## src/rtl/lock_pkg.sv

```systemverilog
// ---------------------------------------------------------------------------
// lock_pkg
// Shared types and helpers for the combination-lock supervisor.
//   state_t      : supervisor FSM states
//   disp_mode_t  : Moore display-mode code sent to the 7-segment decoder
//   code_nibble  : selects digit <idx> from a packed code vector, where the
//                  first-entered digit sits in the most significant nibble
// ---------------------------------------------------------------------------
package lock_pkg;

  localparam int unsigned    DIGIT_W    = 4;
  localparam logic [3:0]     DIGIT_MAX  = 4'd9;
  // Widest code vector the helper accepts (7 digits, as digit_idx is 3 bits).
  localparam int unsigned    CODE_MAX_W = 28;

  typedef enum logic [2:0] {
    ST_ENTRY   = 3'd0,
    ST_OPEN    = 3'd1,
    ST_CLOSED  = 3'd2,
    ST_LOCKOUT = 3'd3,
    ST_PROG    = 3'd4
  } state_t;

  typedef enum logic [2:0] {
    DM_DIGIT  = 3'd0,
    DM_OPEN   = 3'd1,
    DM_CLOSED = 3'd2,
    DM_LOCKED = 3'd3,
    DM_PROG   = 3'd4
  } disp_mode_t;

  // Digit idx of a code_len-digit code; digit 0 is the MS nibble.
  function automatic logic [3:0] code_nibble(
    input logic [CODE_MAX_W-1:0] code,
    input logic [2:0]            idx,
    input logic [2:0]            code_len
  );
    logic [2:0]            pos;
    logic [CODE_MAX_W-1:0] shifted;
    pos     = code_len - 3'd1 - idx;
    shifted = code >> {pos, 2'b00};
    return shifted[3:0];
  endfunction

  // Display mode is a pure decode of the FSM state.
  function automatic disp_mode_t state_to_disp(input state_t st);
    disp_mode_t dm;
    case (st)
      ST_ENTRY:   dm = DM_DIGIT;
      ST_OPEN:    dm = DM_OPEN;
      ST_CLOSED:  dm = DM_CLOSED;
      ST_LOCKOUT: dm = DM_LOCKED;
      ST_PROG:    dm = DM_PROG;
      default:    dm = DM_DIGIT;
    endcase
    return dm;
  endfunction

endpackage

```

## src/rtl/lockout_timer.sv

```systemverilog
// ---------------------------------------------------------------------------
// lockout_timer
// Down-counter timing the lockout dwell.
//   clk, reset   : clock, asynchronous active-low reset
//   i_load       : load i_load_val (has priority over i_en)
//   i_load_val   : value loaded when entering lockout
//   i_en         : decrement by one per cycle, saturating at zero
//   o_count      : current count (registered)
//   o_one        : count reads 1, i.e. this is the last lockout cycle
// ---------------------------------------------------------------------------
module lockout_timer #(
  parameter int unsigned LOCK_W = 16
) (
  input  logic              clk,
  input  logic              reset,
  input  logic              i_load,
  input  logic [LOCK_W-1:0] i_load_val,
  input  logic              i_en,
  output logic [LOCK_W-1:0] o_count,
  output logic              o_one
);

  logic [LOCK_W-1:0] r_count;

  // Load / decrement the remaining-cycle counter.
  always_ff @(posedge clk or negedge reset) begin
    if (!reset) begin
      r_count <= '0;
    end else if (i_load) begin
      r_count <= i_load_val;
    end else if (i_en && (r_count != '0)) begin
      r_count <= r_count - LOCK_W'(1);
    end else begin
      r_count <= r_count;
    end
  end

  assign o_count = r_count;
  assign o_one   = (r_count == LOCK_W'(1));

endmodule

```

## src/rtl/lock_supervisor.sv

```systemverilog
// ---------------------------------------------------------------------------
// lock_supervisor
// Sequencing controller for the combination lock: holds the BCD code, walks
// digit entry, judges OPEN/CLOSED, counts consecutive failures, enforces a
// timed lockout and supports reprogramming the code from OPEN.
//   clk          : rising-edge clock
//   reset        : asynchronous active-low reset
//   enter        : one-cycle strobe, digit valid in the same cycle
//   digit        : entered value (10..15 invalid)
//   prog_req     : level, sampled on enter while OPEN
//   relock       : one-cycle strobe back to entry
//   disp_mode    : 0 DIGIT, 1 OPEN, 2 CLOSED, 3 LOCKED, 4 PROG (registered)
//   digit_idx    : index of the next digit to be entered (registered)
//   fail_cnt     : consecutive failed attempts (registered)
//   lockout_left : remaining lockout cycles, 0 outside lockout (registered)
// ---------------------------------------------------------------------------
module lock_supervisor
  import lock_pkg::*;
#(
  parameter int unsigned               CODE_LEN       = 6,
  parameter logic [4*CODE_LEN-1:0]     DEFAULT_CODE   = 24'h722297,
  parameter int unsigned               MAX_FAIL       = 3,
  parameter int unsigned               LOCKOUT_CYCLES = 1000,
  parameter int unsigned               LOCK_W         = 16
) (
  input  logic              clk,
  input  logic              reset,
  input  logic              enter,
  input  logic [3:0]        digit,
  input  logic              prog_req,
  input  logic              relock,
  output logic [2:0]        disp_mode,
  output logic [2:0]        digit_idx,
  output logic [1:0]        fail_cnt,
  output logic [LOCK_W-1:0] lockout_left
);

  localparam int unsigned CODE_W     = DIGIT_W * CODE_LEN;
  localparam logic [2:0]  LAST_IDX   = 3'(CODE_LEN - 1);
  localparam logic [2:0]  CODE_LEN_L = 3'(CODE_LEN);
  // fail_cnt+1 < MAX_FAIL  <=>  fail_cnt < MAX_FAIL-1
  localparam logic [1:0]  FAIL_LIMIT = 2'(MAX_FAIL - 1);

  state_t             r_state;
  disp_mode_t         r_disp_mode;
  logic [2:0]         r_idx;
  logic               r_mismatch;
  logic [1:0]         r_fail_cnt;
  logic [CODE_W-1:0]  r_code;
  logic [CODE_W-1:0]  r_shadow;

  state_t             w_state_nxt;
  logic [2:0]         w_idx_nxt;
  logic               w_mm_nxt;
  logic [1:0]         w_fail_nxt;
  logic [CODE_W-1:0]  w_code_nxt;
  logic [CODE_W-1:0]  w_shadow_nxt;
  logic [CODE_W-1:0]  w_shadow_shift;
  logic               w_load;
  logic               w_timer_one;
  logic               w_digit_bad;
  logic               w_mm_now;
  logic               w_last;
  logic               w_state_chg;
  logic [3:0]         w_code_digit;

  // New programmed digits shift in at the LS end, so after CODE_LEN digits
  // the first one entered ends up in the MS nibble.
  assign w_shadow_shift = (r_shadow << DIGIT_W) | CODE_W'(digit);
  assign w_code_digit   = code_nibble(CODE_MAX_W'(r_code), r_idx, CODE_LEN_L);
  assign w_digit_bad    = (digit > DIGIT_MAX);
  assign w_mm_now       = r_mismatch | w_digit_bad | (digit != w_code_digit);
  assign w_last         = (r_idx == LAST_IDX);
  assign w_state_chg    = (w_state_nxt != r_state);

  lockout_timer #(
    .LOCK_W (LOCK_W)
  ) u_lockout_timer (
    .clk        (clk),
    .reset      (reset),
    .i_load     (w_load),
    .i_load_val (LOCK_W'(LOCKOUT_CYCLES)),
    .i_en       (r_state == ST_LOCKOUT),
    .o_count    (lockout_left),
    .o_one      (w_timer_one)
  );

  // Next-state and datapath decisions; relock always beats enter.
  always_comb begin
    w_state_nxt  = r_state;
    w_idx_nxt    = r_idx;
    w_mm_nxt     = r_mismatch;
    w_fail_nxt   = r_fail_cnt;
    w_code_nxt   = r_code;
    w_shadow_nxt = r_shadow;
    w_load       = 1'b0;
    case (r_state)
      ST_ENTRY: begin
        if (relock) begin
          w_idx_nxt = 3'd0;
          w_mm_nxt  = 1'b0;
        end else if (enter) begin
          if (w_last) begin
            if (!w_mm_now) begin
              w_state_nxt = ST_OPEN;
              w_fail_nxt  = 2'd0;
            end else if (r_fail_cnt < FAIL_LIMIT) begin
              w_state_nxt = ST_CLOSED;
              w_fail_nxt  = r_fail_cnt + 2'd1;
            end else begin
              w_state_nxt = ST_LOCKOUT;
              w_fail_nxt  = r_fail_cnt + 2'd1;
              w_load      = 1'b1;
            end
          end else begin
            w_idx_nxt = r_idx + 3'd1;
            w_mm_nxt  = w_mm_now;
          end
        end else begin
          w_idx_nxt = r_idx;
        end
      end
      ST_CLOSED: begin
        if (relock) begin
          w_state_nxt = ST_ENTRY;
        end else begin
          w_state_nxt = ST_CLOSED;
        end
      end
      ST_OPEN: begin
        if (relock) begin
          w_state_nxt = ST_ENTRY;
        end else if (enter && prog_req) begin
          w_state_nxt = ST_PROG;
        end else begin
          w_state_nxt = ST_OPEN;
        end
      end
      ST_PROG: begin
        if (relock) begin
          w_state_nxt = ST_ENTRY;
        end else if (enter) begin
          if (w_digit_bad) begin
            w_state_nxt = ST_OPEN;
          end else if (w_last) begin
            w_code_nxt  = w_shadow_shift;
            w_state_nxt = ST_OPEN;
          end else begin
            w_shadow_nxt = w_shadow_shift;
            w_idx_nxt    = r_idx + 3'd1;
          end
        end else begin
          w_state_nxt = ST_PROG;
        end
      end
      ST_LOCKOUT: begin
        if (w_timer_one) begin
          w_state_nxt = ST_ENTRY;
          w_fail_nxt  = 2'd0;
        end else begin
          w_state_nxt = ST_LOCKOUT;
        end
      end
      default: begin
        w_state_nxt = ST_ENTRY;
      end
    endcase
  end

  // FSM state, entry progress, code storage and registered Moore outputs.
  always_ff @(posedge clk or negedge reset) begin
    if (!reset) begin
      r_state     <= ST_ENTRY;
      r_disp_mode <= DM_DIGIT;
      r_idx       <= 3'd0;
      r_mismatch  <= 1'b0;
      r_fail_cnt  <= 2'd0;
      r_code      <= DEFAULT_CODE;
      r_shadow    <= '0;
    end else begin
      r_state     <= w_state_nxt;
      r_disp_mode <= state_to_disp(w_state_nxt);
      // Any state change restarts digit progress.
      r_idx       <= w_state_chg ? 3'd0 : w_idx_nxt;
      r_mismatch  <= w_state_chg ? 1'b0 : w_mm_nxt;
      r_fail_cnt  <= w_fail_nxt;
      r_code      <= w_code_nxt;
      r_shadow    <= w_shadow_nxt;
    end
  end

  assign disp_mode = r_disp_mode;
  assign digit_idx = r_idx;
  assign fail_cnt  = r_fail_cnt;

endmodule
```

## config.mk

```make
export PLATFORM = sky130hd
export DESIGN_NAME = lock_supervisor
export DESIGN_NICKNAME = d
export VERILOG_FILES = /design/src/rtl/lock_pkg.sv /design/src/rtl/lockout_timer.sv /design/src/rtl/lock_supervisor.sv
export SDC_FILE = /design/constraint.sdc
export NUM_CORES = 1
export LEC_CHECK = 0
export ABC_AREA = 1
export CAP_MARGIN = 20
export CORE_ASPECT_RATIO = 0.5
export CORE_MARGIN = 10
export CORE_UTILIZATION = 55
export DETAILED_ROUTE_END_ITERATION = 16
export PLACE_DENSITY_LB_ADDON = 0.12
export SLEW_MARGIN = 20
export SYNTH_ARGS = -nofsm -noshare
export SYNTH_HDL_FRONTEND = slang
export SYNTH_HIERARCHICAL = 1
export SYNTH_SLANG_ARGS = --single-unit
```

## constraint.sdc

```tcl
create_clock -name clk -period 6.35 [get_ports clk]
set_input_delay 0.9525 -clock clk [delete_from_list [all_inputs] [get_ports clk]]
set_output_delay 0.9525 -clock clk [all_outputs]
set_load 0.02 [all_outputs]
```

### Yosys cells after proc, flatten, opt, wreduce, memory -nomap -nowiden

Cells that the tools add are included.

| operators by class | value |
|---|---|
| add/sub/neg operators | 4 |
| multiply operators | 0 |
| divide/modulo/power cells | 0 |
| order comparisons | 2 |
| equal/unequal tests | 21 |
| shift-type cells | 1 |
| muxes and demuxes | 42 |
| bitwise gates (word level) | 6 |
| reductions and logical operators | 14 |

Operator list:

| cell | number |
|---|---|
| 3-bit two-way mux | 16 |
| 16-bit two-way mux | 2 |
| 24-bit by 4-bit OR with 24-bit output | 1 |
| 24-bit by 5-bit >> shifter with 4-bit output | 1 |
| 5-bit AND reduction | 4 |
| 16-bit by 1-bit == test with 1-bit output (second input constant) | 1 |
| 2-bit two-way mux | 8 |
| 16-bit nonzero test | 1 |
| 16-bit by 1-bit subtractor with 16-bit output (second input constant) | 1 |
| 3-bit case mux with 5 select lines | 1 |
| 3-bit by 2-bit == test with 1-bit output (second input constant) | 4 |
| 1-bit two-way mux | 12 |
| 3-bit case mux with 4 select lines | 1 |
| 3-bit == test (second input constant) | 3 |
| 3-bit inequality test (second input constant) | 3 |
| 2-bit inequality test (second input constant) | 4 |
| 3-bit by 1-bit == test with 1-bit output (second input constant) | 2 |
| 3-bit case mux with 2 select lines | 1 |
| 2-bit nonzero test | 3 |
| 3-bit nonzero test | 2 |
| 4-bit greater-than comparator (second input constant) | 1 |
| 4-bit inequality test | 1 |
| 4-bit inequality test (second input constant) | 1 |
| 2-bit case mux with 2 select lines | 1 |
| 11 further kinds | 15 |

| storage, ports and cells | value |
|---|---|
| register bits after elaboration | 72 |
| latch bits | 0 |
| bits in writable memories | 0 |
| ROM bits | 0 |
| input bits | 9 |
| output and inout port bits | 24 |
| logic and storage cells | 98 |
| memories kept | 0 |

### Depth between registers and ports, before layout

Gate-level depths: netlist of the first run.

| logic depth | value |
|---|---|
| depth after elaboration | 12 |
| mapped depth | 19 |
| mapped depth without buffers | 18 |

### By module

The synthesis of the first run kept the hierarchy.

Modules (own cells, without submodules):

| module | times used | cells each | area each (um^2) | sequential area each (um^2) |
|---|---|---|---|---|
| lock_supervisor | 1 | 350 | 2826.5 | 1415.1 |
| lockout_timer | 1 | 193 | 1262.5 | 400.4 |

### Worst setup path before layout of the first run

No wires, ideal clock.

| path | value |
|---|---|
| path type | reg-to-reg |
| start | reg r_idx[1], in the netlist digit_idx[1] |
| end | reg u_lockout_timer.r_count[8], in the netlist u_lockout_timer/o_count[8] |
| setup time | 0.117 ns |
| arrival | 2.546 ns |
| data required time | 6.233 ns |
| path slack | 3.687 ns |
| cell stages (with the launch flop) | 18 |
| buffers on the path | 1 |
| period minus slack after synthesis | 2.663 ns |
| cells stage by stage | dfrtp_1 -> inv_1 -> ha_1 -> inv_4 -> nor2_2 -> o21a_1 -> o21ai_2 -> nand3_1 -> nand2_1 -> nand3_2 -> nand2_2 -> nor3_1 -> inv_1 -> clkbuf_1 -> nand3_1 -> nand2_1 -> nand2_1 -> nand2_1 |

| between the ends | value |
|---|---|
| word-level cells in the longest chain between the ends | 10 |
| elaborated cells between the ends (all ways) | 12 |
| classes of those cells | add/sub: 1; eq/ne: 2; shift: 1; mux: 6; bitwise: 1; reduce/logical: 1 |

RTL lines:

| what | line | source |
|---|---|---|
| start: declaration | lock_supervisor.sv:46 | `logic [2:0] r_idx;` |
| start signal: assignment | lock_supervisor.sv:184 | `r_idx <= w_state_chg ? 3'd0 : w_idx_nxt;` |
| 3-bit subtractor | lock_pkg.sv:40 | `pos = code_len - 3'd1 - idx;` |
| 24-bit by 5-bit >> shifter with 4-bit output | lock_pkg.sv:41 | `shifted = code >> {pos, 2'b00};` |
| 4-bit inequality test | lock_supervisor.sv:72 | `assign w_mm_now = r_mismatch \| w_digit_bad \| (digit != w_code_digit);` |
| 1-bit OR | lock_supervisor.sv:72 |  |
| 1-bit two-way mux | lock_supervisor.sv:104 | `if (!w_mm_now) begin` |
| 1-bit two-way mux (*) | lock_supervisor.sv:103 | `if (w_last) begin` |
| 1-bit two-way mux (*) | lock_supervisor.sv:102 | `end else if (enter) begin` |
| 1-bit two-way mux (*) | lock_supervisor.sv:99 | `if (relock) begin` |
| 1-bit two-way mux (*) | lock_supervisor.sv:97 | `case (r_state)` |
| via w_load | lock_supervisor.sv:59 | `logic w_load;` |
| 16-bit two-way mux or 2-bit nonzero test (tied branches) | -- |  |
| end signal: assignment | lockout_timer.sv:30 | `r_count <= i_load_val;` |
| end signal: assignment | lockout_timer.sv:32 | `r_count <= r_count - LOCK_W'(1);` |
| end signal: assignment | lockout_timer.sv:34 | `r_count <= r_count;` |
| end: declaration | lockout_timer.sv:23 | `logic [LOCK_W-1:0] r_count;` |

The timed path passes the listed nets; every way through them passes the cells marked *.
A chain may end at the register's enable or synchronous reset.

### Final worst setup path of the first run

| path | value |
|---|---|
| start | reg r_idx[1], in the netlist digit_idx[1] |
| end | reg u_lockout_timer.r_count[4], in the netlist u_lockout_timer/o_count[4] |

The elaborated chain is that of the path after synthesis.

==> results.toml, run 1 <==
[status]
status = "complete, no violations"

[synth]
synth-simple-area-share_pct = 34.1
synth-async-reset-ratio_pct = 100
synth_xor_area_share_pct = 0.857
synth_top_family_by_area = "simple AND/OR/NAND/NOR gates"
synth_mux_area_share_pct = 0.826
synth_cells = 543
synth-seq-area-share_pct = 44.4
synthFlopType = "dfrtp_1"
synth_edf_count = 0
synth_compound_area_share_pct = 11.0
yosysWarnings = 6
syn_area_sq_um = 4090
synth.avg_cell_area_sq_um = 7.53
ys_ff_latch = 72
synth-adder-area-share_pct = 1.22
synth.distinct_cells = 43

[cells_and_area]
synthToLayoutAreaGrowth_pct = 17.7
fill_cells = 643
final_nets = 604
drive_above_1_share_pct = 12.4
antennaDiodeCount = 0

[power]
peakVddDrop_v = 0.000217
powerDensity_nw_per_um2 = 390
leakagePower_nw = 2.41

[floorplan]
pin_count = 33
rows = 22
die_h_microns = 81.0
core_sq_um = 7270
initial_utilization_pct = 56.3
die_w_microns = 142
dieArea_sq_um = 11500

[placement]
dpl.hpwl_microns = 6150
finalWeightedCongestion = 0.864
post-place-ws_ns = 2.88
portBuffers = 32

[clocking]
worstSkewPairLatency_ns = 0.33
clkTransAtPathRegs_ns = 0.06
clockRootBuffer = "clkbuf_16"
post_cts_buffers = 0
numClockSinks = 72
post_cts_resized = 0
cts_hold_buf = 0
clockBufferDepth = 2
cts-buffers-inserted = 9
htreeDepth = 3
cts_tree = "yes"

[critical_path]
endpoint = "u_lockout_timer/o_count[4]$_DFFE_PN0P_"
startpoint = "digit_idx[1]$_DFFE_PN0P_"
r2r_slack_ns = 3.00
reg2reg_depth = 19
crit_fanout = 21
end_kind = "flip-flop"
cp-start-kind = "flip-flop"
r2r_start = "digit_idx[1]$_DFFE_PN0P_"
required_ns = 6.58
regToRegEndpoint = "u_lockout_timer/o_count[4]$_DFFE_PN0P_"
arrival_ns = 3.58
critical_path_class = "flip-flop to flip-flop"

[drt]
dr.first_iter.drc_count = 167
vias = 3503
post_drt_via_cell_ratio = 5.06
wl_met1_microns = 4270
wirelength_microns = 8940
postRouteAntennaNets = 0
met2RoutedLength_microns = 4080
drc_errors = 0
top_layer = "met4"
dr_wl_met3_microns = 494
dr.pass1.iters = 5
wl_per_cell_microns = 12.9

[global_routing]
grt_max_degree = 73
grt_first_pass_wirelength_microns = 15600
grt_overflow = 0
antenna_found_initial = 0
grt_use_total_pct = 16.5
first_global_vias = 3357

[job]
cap_viol_max_count = 0

[timing]
fin_crit_sh_pct = 52.8
setup_tns_ns = 0
timing.final.ws_setup_ns = 3.00
slew_violations = 0
max_clock_freq_ghz = 0.299
hold_violations = 0
slew_headroom_pct = 39.2
rsz0062_at_grt = "false"
fin_crit_ns = 3.35
setup_viol = 0
worstMarginPinSlew_ns = 0.911
finalClockSkew_ns = 0.00546

[min_path]
min-delay-path-class = "flip-flop to flip-flop"
-- where the power goes --
group          internal [mW]  switching (mW)
Clock                  0.264           0.191
Combinational          0.301           0.482
Sequential             0.543          0.0968
-- final cells by class --
type | count | area, sq um | share of cell area (%)
timing repair buffer | 35 | 340 | 7.07
clock inverter | 5 | 33.8 | 0.702
sequential | 72 | 1820 | 37.7
tap | 96 | 120 | 2.50
inverter | 63 | 239 | 4.97
multi-input combinational | 410 | 2030 | 42.2
clock buffer | 11 | 233 | 4.84
-- per-stage QoR --
step	cell area (sq um)	hold slack (ns)	power, mW	util [%]	std cells
4_1_cts	4810	0.467	1.89	66.2	692
6_report	4810	0.467	1.88	66.2	692
5_1_grt	4810	0.495	2.02	66.2	692
2_1_floorplan	4140	0.434	1.18	-	557
3_3_place_gp	4540	0.449	1.42	62.5	676
3_5_place_dp	4540	0.453	1.43	62.5	676
-- routing by layer --
metal	vias up	global-route usage [%]
met5	-	0
met4	0	4.46
met3	13	5.76
met2	65	27.3
met1	1615	20.3
li1	1810	-
-- synth_stat cells (6+ instances only) --
cell type / n / area [sq um]
nand2_1: 184 / 691
dfrtp_1: 61 / 1530
inv_1: 54 / 203
nor2_1: 42 / 158
nand3_1: 34 / 170
o21ai_0: 34 / 170
a21oi_1: 13 / 65.1
dfstp_2: 11 / 289
o21ai_1: 10 / 50.1
nand4_1: 8 / 50.1
clkbuf_1: 7 / 26.3
inv_2: 7 / 26.3
nor2_2: 7 / 43.8
nand2_2: 6 / 37.5
nand3b_1: 6 / 45.0
-- layout by cell type, fill, tap and decap left out, types with 3 or more instances in the layout --
| cell | n |
|---|---|
| mux2_1 | 3 |
| clkdlybuf4s50_1 | 31 |
| o21bai_1 | 3 |
| o21ai_0 | 34 |
| nand2_4 | 3 |
| inv_1 | 54 |
| nand3b_1 | 6 |
| ha_1 | 4 |
| buf_4 | 4 |
| a21oi_1 | 13 |
| dfrtp_1 | 61 |
| nor2_1 | 42 |
| nand2_2 | 7 |
| nand3_1 | 34 |
| inv_2 | 7 |
| or2_1 | 3 |
| conb_1 | 16 |
| nor3_1 | 3 |
| nand4_1 | 8 |
| o21ai_1 | 10 |
| nor2_2 | 7 |
| o21ai_2 | 4 |
| nand2_1 | 183 |
| clkbuf_16 | 9 |
| dfstp_2 | 11 |
| nor2_4 | 4 |
-- worst max-delay path, cell delays in order, from the launching register on --
cell	delay, ns
dfrtp_1	0.55
inv_1	0.23
ha_1	0.38
inv_4	0.06
nor2_2	0.20
o21a_1	0.17
o21ai_2	0.07
nand2_1	0.10
nand2_1	0.05
nand2_1	0.08
nand3_2	0.13
nand2_2	0.11
nor3_2	0.04
buf_4	0.21
inv_1	0.40
o21ai_0	0.16
a21oi_1	0.15
nor2_1	0.05
nand2_1	0.05
nand2_1	0.05
-- kinds of logic (layout without fill, tap and decap cells) --
family                   Yosys count  after routing
AO/OA/AOI/OAI                     75             75
XOR/XNOR                           4              4
other                              2             16
buffers and inverters             75            114
flip-flops                        72             72
adder cells (fa/ha/maj)            4              4
AND/OR/NAND/NOR                  308            308
multiplexers                       3              3
-- how the worst min path moves through the flow --
stage	end	cells past startpoint	slack, ns	from
floorplan	r_code[23]$_DFFE_PN0P_	2	0.43	r_code[23]$_DFFE_PN0P_
global placement	r_code[23]$_DFFE_PN0P_	2	0.45	r_code[23]$_DFFE_PN0P_
detailed placement	r_code[23]$_DFFE_PN0P_	2	0.45	r_code[23]$_DFFE_PN0P_
CTS	r_code[23]$_DFFE_PN0P_	2	0.47	r_code[23]$_DFFE_PN0P_
global route	r_code[21]$_DFFE_PN1P_	2	0.49	r_code[21]$_DFFE_PN1P_
finish	r_code[22]$_DFFE_PN1P_	2	0.47	r_code[22]$_DFFE_PN1P_
-- flip-flops by register name, indices dropped and copies added, names as in the netlist --
register and flops:
r_mismatch 1, fail_cnt 2, r_code 24, r_shadow 20
u_lockout_timer/o_count 16, disp_mode 3, r_state 3, digit_idx 3
Power figures use the tool's default switching activity.
==> run 2: changes to the inputs <==
clock period = 3.1 ns   (was 6.35 ns; I/O delays follow)
==> results.toml, run 2 (synthesis gave the netlist of run 1 again) <==
[status]
status = "complete, no violations"

[timing]
fin_crit_sh_pct = 87.3
fin_crit_ns = 2.71
setup_tns_ns = 0
timing.final.ws_setup_ns = 0.393
finalClockSkew_ns = 0.00638
hold_violations = 0
max_clock_freq_ghz = 0.369
worstMarginPinSlew_ns = 0.885
whs_ns = 0.253
slew_headroom_pct = 41.0
slew_violations = 0
rsz0062_at_grt = "false"
setup_viol = 0

[cells_and_area]
drive_above_1_share_pct = 13.5
antennaDiodeCount = 0
fin_util_pct = 67.7
regMostFlops = "r_code"
layout_commonest_cell = "nand2_1"
largest_register_ff_count = 24
synthToLayoutAreaGrowth_pct = 20.3
final_nets = 610
final_cell_mix = "nand2_1, dfrtp_1, inv_1"

[global_routing]
grt_use_total_pct = 17.3
grt_overflow = 0
grt_first_pass_wirelength_microns = 16100
antenna_found_initial = 0
use_met3_pct = 5.65
grt_max_degree = 73
use_met1_pct = 20.4
grt-busiest-layer = "met2"
met2_usage_pct = 29.8
first_global_vias = 3412

[drt]
wirelength_microns = 9350
dr.first_iter.drc_count = 206
vias = 3539
post_drt_via_cell_ratio = 5.07
dr.pass1.iters = 4
postRouteAntennaNets = 0
wl_per_cell_microns = 13.4
drc_errors = 0

[critical_path]
crit_fanout = 15
critical_path_class = "flip-flop to flip-flop"
required_ns = 3.33
arrival_ns = 2.93
cp-start-kind = "flip-flop"
end_kind = "flip-flop"

[power]
power_mw = 4.07
powerDensity_nw_per_um2 = 828
leakagePower_nw = 2.47
peakVddDrop_v = 0.000519

[floorplan]
initial_utilization_pct = 56.3
die_h_microns = 81.0
die_w_microns = 142
core_sq_um = 7270
rows = 22
pin_count = 33
dieArea_sq_um = 11500

[clocking]
post_cts_resized = 0
clkTransAtPathRegs_ns = 0.06
post_cts_buffers = 0
clockBufferDepth = 2
htreeDepth = 3
cts_tree = "yes"
clockRootBuffer = "clkbuf_16"
numClockSinks = 72
cts_hold_buf = 0
worstSkewPairLatency_ns = 0.34
cts-buffers-inserted = 9

[placement]
portBuffers = 32
post-place-ws_ns = 0.430
dpl.hpwl_microns = 6320
finalWeightedCongestion = 0.850

[job]
cap_viol_max_count = 0

[min_path]
min-delay-path-class = "primary input to asynchronous set/reset pin"
-- run 2: area by class of cell --
class	instances	area (sq um)
Clock buffer	10	239
Sequential cell	72	1820
Multi-Input combinational cell	410	2030
Clock inverter	6	91.3
Fill cell	638	2350
Tap cell	96	120
Inverter	63	239
Timing Repair Buffer	41	385
-- run 2: layer usage --
layer	part of all wire [%]	wire length [microns]	vias to the layer above
met4	1.2	110	0
met5	0	0	-
met2	49	4550	67
met1	45	4190	1638
li1	-	-	1824
met3	5.4	501	10
-- run 2: worst max-delay path: stages (launching register included) --
cell	delay [ns]
dfrtp_1	0.42
ha_1	0.33
inv_4	0.06
nor2_2	0.18
o21a_1	0.17
o21ai_2	0.06
nand2_1	0.07
nand2_1	0.04
nand2_1	0.06
nand3_2	0.16
nand2_2	0.13
nor3_2	0.05
inv_1	0.37
o21ai_0	0.18
a21oi_1	0.15
nor2_1	0.05
nand2_1	0.05
nand2_1	0.05
-- run 2: final timing paths --
kind	cells after the start	startpoint	endpoint	slack, ns
min in group clk	2	r_code[20]$_DFFE_PN1P_	r_code[20]$_DFFE_PN1P_	0.47
worst min-delay path	1	reset	r_shadow[8]$_DFFE_PN0P_	0.25
worst min register to register	2	r_code[20]$_DFFE_PN1P_	r_code[20]$_DFFE_PN1P_	0.47
worst max register to register	17	digit_idx[2]$_DFFE_PN0P_	u_lockout_timer/o_count[4]$_DFFE_PN0P_	0.39
max in group asynchronous	1	reset	u_lockout_timer/o_count[10]$_DFFE_PN0P_	2.27
worst max-delay path	17	digit_idx[2]$_DFFE_PN0P_	u_lockout_timer/o_count[4]$_DFFE_PN0P_	0.39
-- run 2: where the power goes --
part / internal, mW / leakage, nW / switching, mW
clock: 0.730 / 0.163 / 0.408
sequential: 1.11 / 0.891 / 0.189
combinational: 0.626 / 1.42 / 1.00
-- run 2: per-stage QoR --
step | std cells | instance area, sq um
3_5_place_dp | 682 | 4590
6_report | 698 | 4920
2_1_floorplan | 557 | 4140
4_1_cts | 698 | 4920
3_3_place_gp | 682 | 4590
5_1_grt | 698 | 4920
==> run 3: changes to the inputs <==
CORE_UTILIZATION = 53   (was 55)
HOLD_SLACK_MARGIN = 0.15   (was not set)
clock period = 2.38 ns   (was 3.1 ns; I/O delays follow)
==> results.toml, run 3 (synthesis gave the netlist of run 1 again) <==
[clocking]
clockBufferDepth = 2
numClockSinks = 72
cts-buffers-inserted = 9
htreeDepth = 3
clockRootBuffer = "clkbuf_16"
clkTransAtPathRegs_ns = 0.06
cts_tree = "yes"
worstSkewPairLatency_ns = 0.34

[critical_path]
cp-start-kind = "flip-flop"
cp_top_family = "simple AND/OR/NAND/NOR gates"
crit_path_max_incr_delay_ns = 0.41
cpMostUsedCell = "nand2_1"
worstPathCellList = "ha_4 > inv_4 > nor2_4 > o211ai_2 > nand2_1 > nand2_1 > nand2_2 > nor2_2 > nand3_2 > nand2_2 > nor3_4 > inv_2 > buf_4 > nand3b_1 > nand2_1 > inv_1 > nand2_1"
required_ns = 2.61
r2r_slack_ns = 0.11
crit_fanout = 7
arrival_ns = 2.50
end_kind = "flip-flop"
worst-path-buf-inv = 4
crit_slowest_cell = "dfrtp_1"
critical_path_class = "flip-flop to flip-flop"

[cells_and_area]
finalNonFillerCells = 714
drive_above_1_share_pct = 16.3
fin_util_pct = 68.7
final_cell_mix = "nand2_1, dfrtp_1, inv_1"
synthToLayoutAreaGrowth_pct = 24.4
layout_commonest_cell = "nand2_1"
fill_cells = 638
final_nets = 626
regMostFlops = "r_code"
largest_register_ff_count = 24
antennaDiodeCount = 0

[global_routing]
first_global_vias = 3522
grt_max_degree = 46
antenna_found_initial = 0
use_met1_pct = 21.3
grt_use_total_pct = 17.3
grt_overflow = 0
met2_usage_pct = 28.6
grt-busiest-layer = "met2"
use_met3_pct = 6.44
grt_first_pass_wirelength_microns = 16400

[power]
leakagePower_nw = 2.55
peakVddDrop_v = 0.000586
powerDensity_nw_per_um2 = 1030

[drt]
dr.first_iter.drc_count = 151
dr.pass1.iters = 4
vias = 3617
drc_errors = 0
post_drt_via_cell_ratio = 5.07
postRouteAntennaNets = 0
wirelength_microns = 9620
wl_per_cell_microns = 13.5

[timing]
timing.final.ws_setup_ns = 0.109
rsz0062_at_grt = "true"
setup_viol = 0
slew_violations = 0
hold_violations = 0
fin_crit_sh_pct = 95.4
max_clock_freq_ghz = 0.440
finalClockSkew_ns = 0.00603
fin_crit_ns = 2.27

[floorplan]
pin_count = 33
rows = 22
die_h_microns = 82.1
dieArea_sq_um = 11800
die_w_microns = 144
core_sq_um = 7400
initial_utilization_pct = 55.2

[status]
status = "complete, no violations"

[placement]
post-place-ws_ns = 0.0144
finalWeightedCongestion = 0.848
dp.cells = 694
portBuffers = 32
dpl.hpwl_microns = 6800

[job]
cap_viol_max_count = 0

[min_path]
min-delay-path-class = "flip-flop to flip-flop"
-- run 3: worst register-to-register path: stages, from the launching register on --
cell      delay [ns]
dfrtp_1         0.41
ha_4            0.29
inv_4           0.04
nor2_4          0.16
o211ai_2        0.12
nand2_1         0.07
nand2_1         0.07
nand2_2         0.08
nor2_2          0.04
nand3_2         0.11
nand2_2         0.10
nor3_4          0.20
inv_2           0.09
buf_4           0.17
nand3b_1        0.08
nand2_1         0.05
inv_1           0.05
nand2_1         0.04
-- run 3: where the power goes --
part / internal, mW / switching, mW
Sequential: 1.45 / 0.227
Clock: 0.844 / 0.510
Combinational: 0.864 / 1.35
-- run 3: stage by stage --
step	total power, mW	hold slack [ns]	setup TNS, ns	cell area (sq um)
floorplan	3.17	0.0614	0	4150
global placement	3.84	0.303	0	4700
detailed placement	3.87	0.303	0	4700
CTS	5.26	0.469	0	5010
global route	5.65	0.484	-0.229	5080
finish	5.25	0.468	0	5080
-- run 3: what timing repair did --
action                                 4_1_cts  5_1_grt
setup endpoints to repair                    0       19
setup buffers                                0        3
hold buffers                                 1        0
gates resized for setup                      0       10
endpoints found under the hold margin       20        0
-- run 3: worst paths after layout --
path                                           from                                      end  cells past startpoint
max                        digit_idx[2]$_DFFE_PN0P_  u_lockout_timer/o_count[15]$_DFFE_PN0P_                     17
min                          r_code[21]$_DFFE_PN1P_                   r_code[21]$_DFFE_PN1P_                      2
max reg2reg                digit_idx[2]$_DFFE_PN0P_  u_lockout_timer/o_count[15]$_DFFE_PN0P_                     17
min reg2reg                  r_code[21]$_DFFE_PN1P_                   r_code[21]$_DFFE_PN1P_                      2
max in group asynchronous                     reset                    r_code[2]$_DFFE_PN1P_                      3
min in group asynchronous                     reset                    r_code[8]$_DFFE_PN0P_                      2
-- run 3: final cells by class --
type	count	area, sq um	area share, %
clock inverters	4	53.8	1.06
multi-input cells	410	2060	40.6
inverters	63	241	4.75
well taps	96	120	2.36
repair buffers	57	544	10.7
flip-flops and latches	72	1820	35.7
clock buffers	12	246	4.85
-- run 3: routing by layer --
| layer | vias to the layer above | wire, microns |
|---|---|---|
| li1 | 1860 | - |
| met1 | 1688 | 4530 |
| met4 | 0 | 86 |
| met3 | 13 | 511 |
| met5 | - | 0 |
| met2 | 56 | 4490 |
